==> src/rtl/serial_popcount_offset_converter.sv <==
// serial_popcount_offset_converter
// Multi-channel bit-serial ones counter. Each channel counts the ones in a
// frame of SERIAL_INPUT_LENGTH qualified bits. The final count is then mapped
// to a signed word (raw, mid-scale offset or bipolar) and presented for all
// channels at once behind a valid/ready handshake.
module serial_popcount_offset_converter #(
    parameter int SERIAL_INPUT_LENGTH = 64,
    parameter int NUM_CHANNELS        = 4
) (
    input  logic                                          clk,
    input  logic                                          rst,
    input  logic                                          start,
    input  logic [1:0]                                    mode,
    input  logic [NUM_CHANNELS-1:0]                       bit_in,
    input  logic                                          bit_valid,
    output logic                                          busy,
    output logic                                          out_valid,
    input  logic                                          out_ready,
    output logic [NUM_CHANNELS*($clog2(SERIAL_INPUT_LENGTH)+2)-1:0] sum_out
);

    localparam int N    = SERIAL_INPUT_LENGTH;
    localparam int C    = NUM_CHANNELS;
    localparam int CW   = $clog2(N);
    localparam int CNTW = CW + 1;
    localparam int OW   = CW + 2;

    // Offsets subtracted in mid-scale and bipolar modes, sized to the output word.
    localparam logic [OW-1:0] HALF_OFFSET = OW'(N / 2);
    localparam logic [OW-1:0] FULL_OFFSET = OW'(N);
    // Bit counter value while the final bit of a frame is being accepted.
    localparam logic [CW-1:0] LAST_BIT    = CW'(N - 1);

    typedef enum logic [1:0] {
        ST_IDLE  = 2'd0,
        ST_ACCUM = 2'd1,
        ST_HOLD  = 2'd2
    } state_t;

    // Maps a final count to its signed output word. Mode 11 behaves as raw.
    // The count is zero-extended by one bit, so 2*cnt never loses its MSB.
    function automatic logic [OW-1:0] offset_apply(
        input logic [CNTW-1:0] cnt,
        input logic [1:0]      md
    );
        logic [OW-1:0] ext;
        logic [OW-1:0] res;
        ext = {1'b0, cnt};
        case (md)
            2'b01:   res = ext - HALF_OFFSET;
            2'b10:   res = {ext[OW-2:0], 1'b0} - FULL_OFFSET;
            2'b00:   res = ext;
            default: res = ext;
        endcase
        return res;
    endfunction

    state_t              state_r;
    state_t              state_nxt_s;
    logic                busy_r;
    logic                out_valid_r;
    logic                busy_nxt_s;
    logic                out_valid_nxt_s;
    logic [1:0]          mode_r;
    logic [CW-1:0]       bit_cnt_r;
    logic [CNTW-1:0]     count_r     [C];
    logic [CNTW-1:0]     count_inc_s [C];
    logic [C*OW-1:0]     sum_out_r;
    logic [C*OW-1:0]     sum_nxt_s;

    logic                frame_open_s;
    logic                accept_bit_s;
    logic                last_bit_s;

    // A new frame opens from IDLE, or from HOLD when the result is taken in
    // the same cycle (back-to-back frames without an idle bubble).
    assign frame_open_s = start && ((state_r == ST_IDLE) ||
                                    ((state_r == ST_HOLD) && out_ready));
    assign accept_bit_s = (state_r == ST_ACCUM) && bit_valid;
    assign last_bit_s   = accept_bit_s && (bit_cnt_r == LAST_BIT);

    // State register together with the registered status outputs.
    always_ff @(posedge clk) begin
        if (rst) begin
            state_r     <= ST_IDLE;
            busy_r      <= 1'b0;
            out_valid_r <= 1'b0;
        end else begin
            state_r     <= state_nxt_s;
            busy_r      <= busy_nxt_s;
            out_valid_r <= out_valid_nxt_s;
        end
    end

    // Next-state decision for the frame sequencer.
    always_comb begin
        state_nxt_s = state_r;
        case (state_r)
            ST_IDLE: begin
                if (start) begin
                    state_nxt_s = ST_ACCUM;
                end else begin
                    state_nxt_s = ST_IDLE;
                end
            end
            ST_ACCUM: begin
                if (last_bit_s) begin
                    state_nxt_s = ST_HOLD;
                end else begin
                    state_nxt_s = ST_ACCUM;
                end
            end
            ST_HOLD: begin
                if (out_ready) begin
                    if (start) begin
                        state_nxt_s = ST_ACCUM;
                    end else begin
                        state_nxt_s = ST_IDLE;
                    end
                end else begin
                    state_nxt_s = ST_HOLD;
                end
            end
            default: begin
                state_nxt_s = ST_IDLE;
            end
        endcase
    end

    // Status outputs for the upcoming state, registered alongside it.
    always_comb begin
        busy_nxt_s      = 1'b0;
        out_valid_nxt_s = 1'b0;
        case (state_nxt_s)
            ST_IDLE: begin
                busy_nxt_s      = 1'b0;
                out_valid_nxt_s = 1'b0;
            end
            ST_ACCUM: begin
                busy_nxt_s      = 1'b1;
                out_valid_nxt_s = 1'b0;
            end
            ST_HOLD: begin
                busy_nxt_s      = 1'b1;
                out_valid_nxt_s = 1'b1;
            end
            default: begin
                busy_nxt_s      = 1'b0;
                out_valid_nxt_s = 1'b0;
            end
        endcase
    end

    // Per-channel count including the bit on the wire, and its mapped result.
    always_comb begin
        sum_nxt_s = '0;
        for (int i = 0; i < C; i++) begin
            count_inc_s[i] = count_r[i] + {{CW{1'b0}}, bit_in[i]};
            sum_nxt_s[i*OW +: OW] = offset_apply(count_inc_s[i], mode_r);
        end
    end

    // Frame datapath: clear and latch mode on frame open, accumulate valid bits.
    always_ff @(posedge clk) begin
        if (rst) begin
            mode_r    <= 2'b00;
            bit_cnt_r <= '0;
            for (int i = 0; i < C; i++) begin
                count_r[i] <= '0;
            end
        end else if (frame_open_s) begin
            mode_r    <= mode;
            bit_cnt_r <= '0;
            for (int i = 0; i < C; i++) begin
                count_r[i] <= '0;
            end
        end else if (accept_bit_s) begin
            mode_r    <= mode_r;
            bit_cnt_r <= bit_cnt_r + {{(CW-1){1'b0}}, 1'b1};
            for (int i = 0; i < C; i++) begin
                count_r[i] <= count_inc_s[i];
            end
        end else begin
            mode_r    <= mode_r;
            bit_cnt_r <= bit_cnt_r;
            for (int i = 0; i < C; i++) begin
                count_r[i] <= count_r[i];
            end
        end
    end

    // Result register: captured with the final bit, held until the next frame ends.
    always_ff @(posedge clk) begin
        if (rst) begin
            sum_out_r <= '0;
        end else if (last_bit_s) begin
            sum_out_r <= sum_nxt_s;
        end else begin
            sum_out_r <= sum_out_r;
        end
    end

    assign busy      = busy_r;
    assign out_valid = out_valid_r;
    assign sum_out   = sum_out_r;

endmodule

==> config.mk <==
export PLATFORM = sky130hd
export DESIGN_NAME = serial_popcount_offset_converter
export DESIGN_NICKNAME = d
export VERILOG_FILES = /design/src/rtl/serial_popcount_offset_converter.sv
export SDC_FILE = /design/constraint.sdc
export NUM_CORES = 1
export LEC_CHECK = 0
export CORE_ASPECT_RATIO = 2
export CORE_MARGIN = 1
export CORE_UTILIZATION = 50
export CTS_CLUSTER_SIZE = 30
export DETAILED_ROUTE_END_ITERATION = 10
export GPL_ROUTABILITY_DRIVEN = 0
export GPL_TIMING_DRIVEN = 0
export PLACE_DENSITY = 0.76
export SKIP_CTS_REPAIR_TIMING = 1
export SLEW_MARGIN = 10
export SYNTH_ARGS = -nofsm -noshare
export SYNTH_HDL_FRONTEND = slang
export SYNTH_SLANG_ARGS = --single-unit
==> constraint.sdc <==
create_clock -name clk -period 2.1 [get_ports clk]
set_clock_uncertainty 0.15 [all_clocks]
set_input_delay 0.315 -clock clk [delete_from_list [all_inputs] [get_ports clk]]
set_output_delay 0.315 -clock clk [all_outputs]
set_load 0.05 [all_outputs]
After elaboration in Yosys (flattened, before gate mapping). Memory sizes are Yosys's and may differ from the RTL's. Cells that the tools add are included.

Add/subtract/negate cells: 13. Equality and inequality tests: 7. Multiplexer cells: 35. Bitwise operators: 12. Reductions and logical operators: 8.

Operator list (number): $mux 7 (12); $pmux 8 s2 (4); $sub 7x6->8 const B (4); $sub 8x7->8 const B (4); $add 7x1->7 (4); $mux 1 (16); $or 1x1->1 (12); $add 6x1->6 const B (1); $eq 2x1->1 const B (3); $eq 2x2->1 const B (3); $eq 6x6->1 const B (1); $pmux 2 s3 (1); $logic_and 1x1->1 (4); $mux 2 (2); $reduce_or 2->1 (2); $logic_not 2->1 (1); $logic_or 1x1->1 (1).

Register bits: 44. RAM bits: 28. Bits of input ports: 11. Output and inout bits: 34. Word-level logic and storage cells: 82. Memories: 1.

Memory list: count_r (depth 4, bits a word 7, rd ports 4, clocked after memory_dff 0, write ports 4, line 66) `logic [CNTW-1:0] count_r [C];`.

Logic depth before layout (Yosys ltp).
Depth in word-level cells: 10. Mapped depth: 9. Gate-level depth less buffers: 9.

Least setup slack after synthesis. No wires, ideal clock.

Path type: register to register. Start point: memory count_r[2][0] (netlist bit). End point: register sum_out_r[22] (netlist: sum_out[22]). Setup time: 86 ps. Data arrival time: 1828 ps. Required time: 1864 ps. Setup slack: 36 ps. Stages on the path, launching flop included: 10. Buffers on the path: 0. Clock period less this slack: 2064 ps. Cell sequence: edfxtp_1 > ha_1 > ha_1 > and3_1 > nand3_1 > xor2_1 > ha_1 > nor2_1 > a211oi_1 > a211oi_1.

RTL lines: start, declared (line 66); end signal, assigned (line 197) `sum_out_r <= sum_nxt_s;`; end signal, assigned (line 199) `sum_out_r <= sum_out_r;`; end, declared (line 68) `logic [C*OW-1:0] sum_out_r;`.

==> results_dict.tcl <==
set metrics [dict create \
    status "finished with violations" \
    violations "negative setup slack" \
    p_leak_nw 1.79 \
    layout.area.seq_sq_um 1720 \
    switching_share_pct 24.4 \
    ant_nets 0 \
    core_area_sq_um 6890 \
    io_pins 45 \
    wl_per_cell_um 19.3 \
    wl_um 10400 \
    die-area_sq_um 7480 \
    p_clk_share_pct 42.1 \
    seq_area_frac_synth_pct 48.4 \
    synthFlopType "dfxtp_1" \
    tightestPinTransition_ns 0.652 \
    numCtsBuffers 9 \
    avgSynthCellArea_sq_um 9.46 \
    synthesis.instances 376 \
    synth_edf_count 28 \
    vias_per_cell 5.96 \
    dpl.cell_count 510 \
    synth_top_cell_by_area "dfxtp_1" \
    antenna_found_initial 0 \
    drt_iter0_markers 246 \
    holdWs_ns 0.301 \
    firstDrtPassIters 5 \
    required_ns 2.21 \
    fin_crit_ns 2.16 \
    start_util_pct 51.7 \
    numClockSinks 72 \
    finalPower_mw 3.47 \
    die_h_um 121 \
    critical_path_class "reg -> reg" \
    max_freq_ghz 0.462 \
    p_int_mw 2.62 \
    path_max_fanout 4 \
    port_buffers 44 \
    vias 3223 \
    diodes 0 \
    syn_nets 403 \
    multiInputGateArea_sq_um 2090 \
    clock_latency_ns 0.34 \
    grt_max_degree 12 \
    grt_usage_pct 28.0 \
    ys_ff_latch 72 \
    synthTopCellsByArea "dfxtp_1 25%, edfxtp_1 24%, nor2_1 7.1%, ha_1 5.6%, a211oi_1 4.2%" \
    placed_area_sq_um 4110 \
    drc 0 \
    hp-start "sum_out[0]" \
    cts_tree "yes" \
    r2r-start "count_r[3][4]" \
    drv_slew 0 \
    cts_buffer_depth 2 \
    cp-start-kind "register" \
    htree_levels 3 \
    ys_warn_count 0 \
    hp-class "reg -> reg" \
    rows 43 \
    root_buffer "clkbuf_16" \
    synth.top_cell.area_share_pct 24.8 \
    hpwl_um 6840 \
    grt_overflow 0 \
    grt_pass1_vias 3016 \
    seqPwrFrac_pct 45.5 \
    stdcell_count 541 \
    fillers 514 \
    final_area_sq_um 4950 \
    setup_ws_ns -0.0627 \
    fin_crit_sh_pct 103 \
    peakVddDrop_uv 646 \
    hold_violations 0 \
    relSlewSlack_pct 56.5 \
    critPathArrivalTime_ns 2.27 \
    synth.distinct_cells 44 \
    power.density_nw_per_um2 701 \
    drive_gt1_share_pct 21.1 \
    end_kind "register" \
    clk_pin_slew_worst_paths_ns 0.06 \
    maxCapViolations 0 \
    grt_pass1_wl_um 14800 \
    syn_to_final_growth_pct 39.1 \
    p_sw_uw 846 \
    nNetsFinal 473 \
    synth_area_sq_um 3560 \
    rsz0062_at_grt "yes" \
    comb_power_share_pct 12.5 \
    worstSetupStartpoint "count_r[3][4]" \
    setup_viol 4 \
    dieWidth_um 61.6 \
    async_flop_share_pct 0 \
]
==> cell type report <==
type,count,share of cell area [%]
Tap cell,90,2.28
Sequential cell,72,34.8
Timing Repair Buffer,62,11.8
Clock inverter,1,0.607
Inverter,10,0.835
Buffer,18,2.33
Clock buffer,15,5.01
Multi-Input combinational cell,273,42.3
==> power groups by stage <==
stage	Combinational, mW	Clock (mW)	Sequential (mW)
floorplan	0.199	0	1.58
global placement	0.302	0	1.58
detailed placement	0.309	0	1.58
CTS	0.311	1.47	1.55
global route	0.457	1.53	1.58
finish	0.431	1.46	1.58
==> registers in the layout, summed over array words and instances, names as in the netlist <==
register,cells
sum_out,32
out_valid,1
busy,1
bit_cnt_r,6
mode_r,2
count_r,28
state_r,2
==> synth_stat cells, types with 2 or more instances <==
| cell | count |
|---|---|
| nor2_1 | 67 |
| dfxtp_1 | 44 |
| edfxtp_1 | 28 |
| a211oi_1 | 20 |
| nor3_1 | 20 |
| and2_1 | 19 |
| nand3_1 | 17 |
| ha_1 | 16 |
| nand2_1 | 14 |
| xor2_1 | 11 |
| inv_1 | 10 |
| a21oi_1 | 9 |
| clkbuf_1 | 9 |
| xnor2_1 | 9 |
| a221oi_1 | 8 |
| and3_1 | 8 |
| nand2b_1 | 7 |
| nor2b_1 | 6 |
| a31oi_1 | 5 |
| o21ai_0 | 5 |
| buf_4 | 4 |
| or3_1 | 4 |
| a21o_1 | 3 |
| buf_1 | 3 |
| buf_2 | 3 |
| mux2i_1 | 3 |
| nor4_1 | 3 |
| a311oi_1 | 2 |
| and4_1 | 2 |
| nand4_1 | 2 |
| o31a_1 | 2 |
==> worst max-delay path, stage by stage (launching register included) <==
cell and delay (ns):
edfxtp_1 0.42, nand3_1 0.18, o21ai_0 0.48, and2_4 0.28, ha_4 0.21, nor2_4 0.09
a211oi_2 0.05, a211oi_1 0.22
==> cells in the final DEF (no fill, tap or decap), types with 10 or more instances in the layout <==
master	instances
nand2_1	14
ha_4	10
edfxtp_1	28
a211oi_1	13
nor3_1	19
clkbuf_1	12
nor2_1	63
dfxtp_1	44
nand3_1	12
buf_4	24
clkdlybuf4s50_1	40
and2_1	17
==> per-stage QoR <==
step	setup TNS [ns]	utilization (%)	setup WS, ns
after CTS	-3.03	63.7	-0.304
final	-0.131	71.8	-0.0627
after floorplan	0	-	0.0364
after global routing	-0.752	71.8	-0.136
after global placement	-13.55	59.7	-0.629
after detailed placement	-15.51	59.7	-0.645
==> final timing paths <==
kind	depth (start not counted)	endpoint	slack (ns)
setup / recovery	7	sum_out[30]	-0.06
hold / removal	2	sum_out[0]	0.30
setup reg to reg	7	sum_out[30]	-0.06
hold reg to reg	2	sum_out[0]	0.30
==> metal layers <==
metal / GRT usage, % / part of all wire [%]
met2: 44.8 / 51
met5: 0 / 0
met3: 6.29 / 7.1
met4: 20.7 / 6.7
met1: 30.7 / 35
==> cell families (layout without fill, tap and decap cells) <==
logic type	count (synthesis)	after routing	synth area share (%)
adders and majority gates	16	16	5.63
AOI/OAI and AO/OA	58	58	11.5
DFF	72	72	48.4
buffers and inverters	31	106	4.15
xor gates and xnor gates	20	20	4.92
and+or+nand+nor	176	176	24.5
muxes	3	3	0.844
No activity file was read; power rests on OpenSTA's default activity.
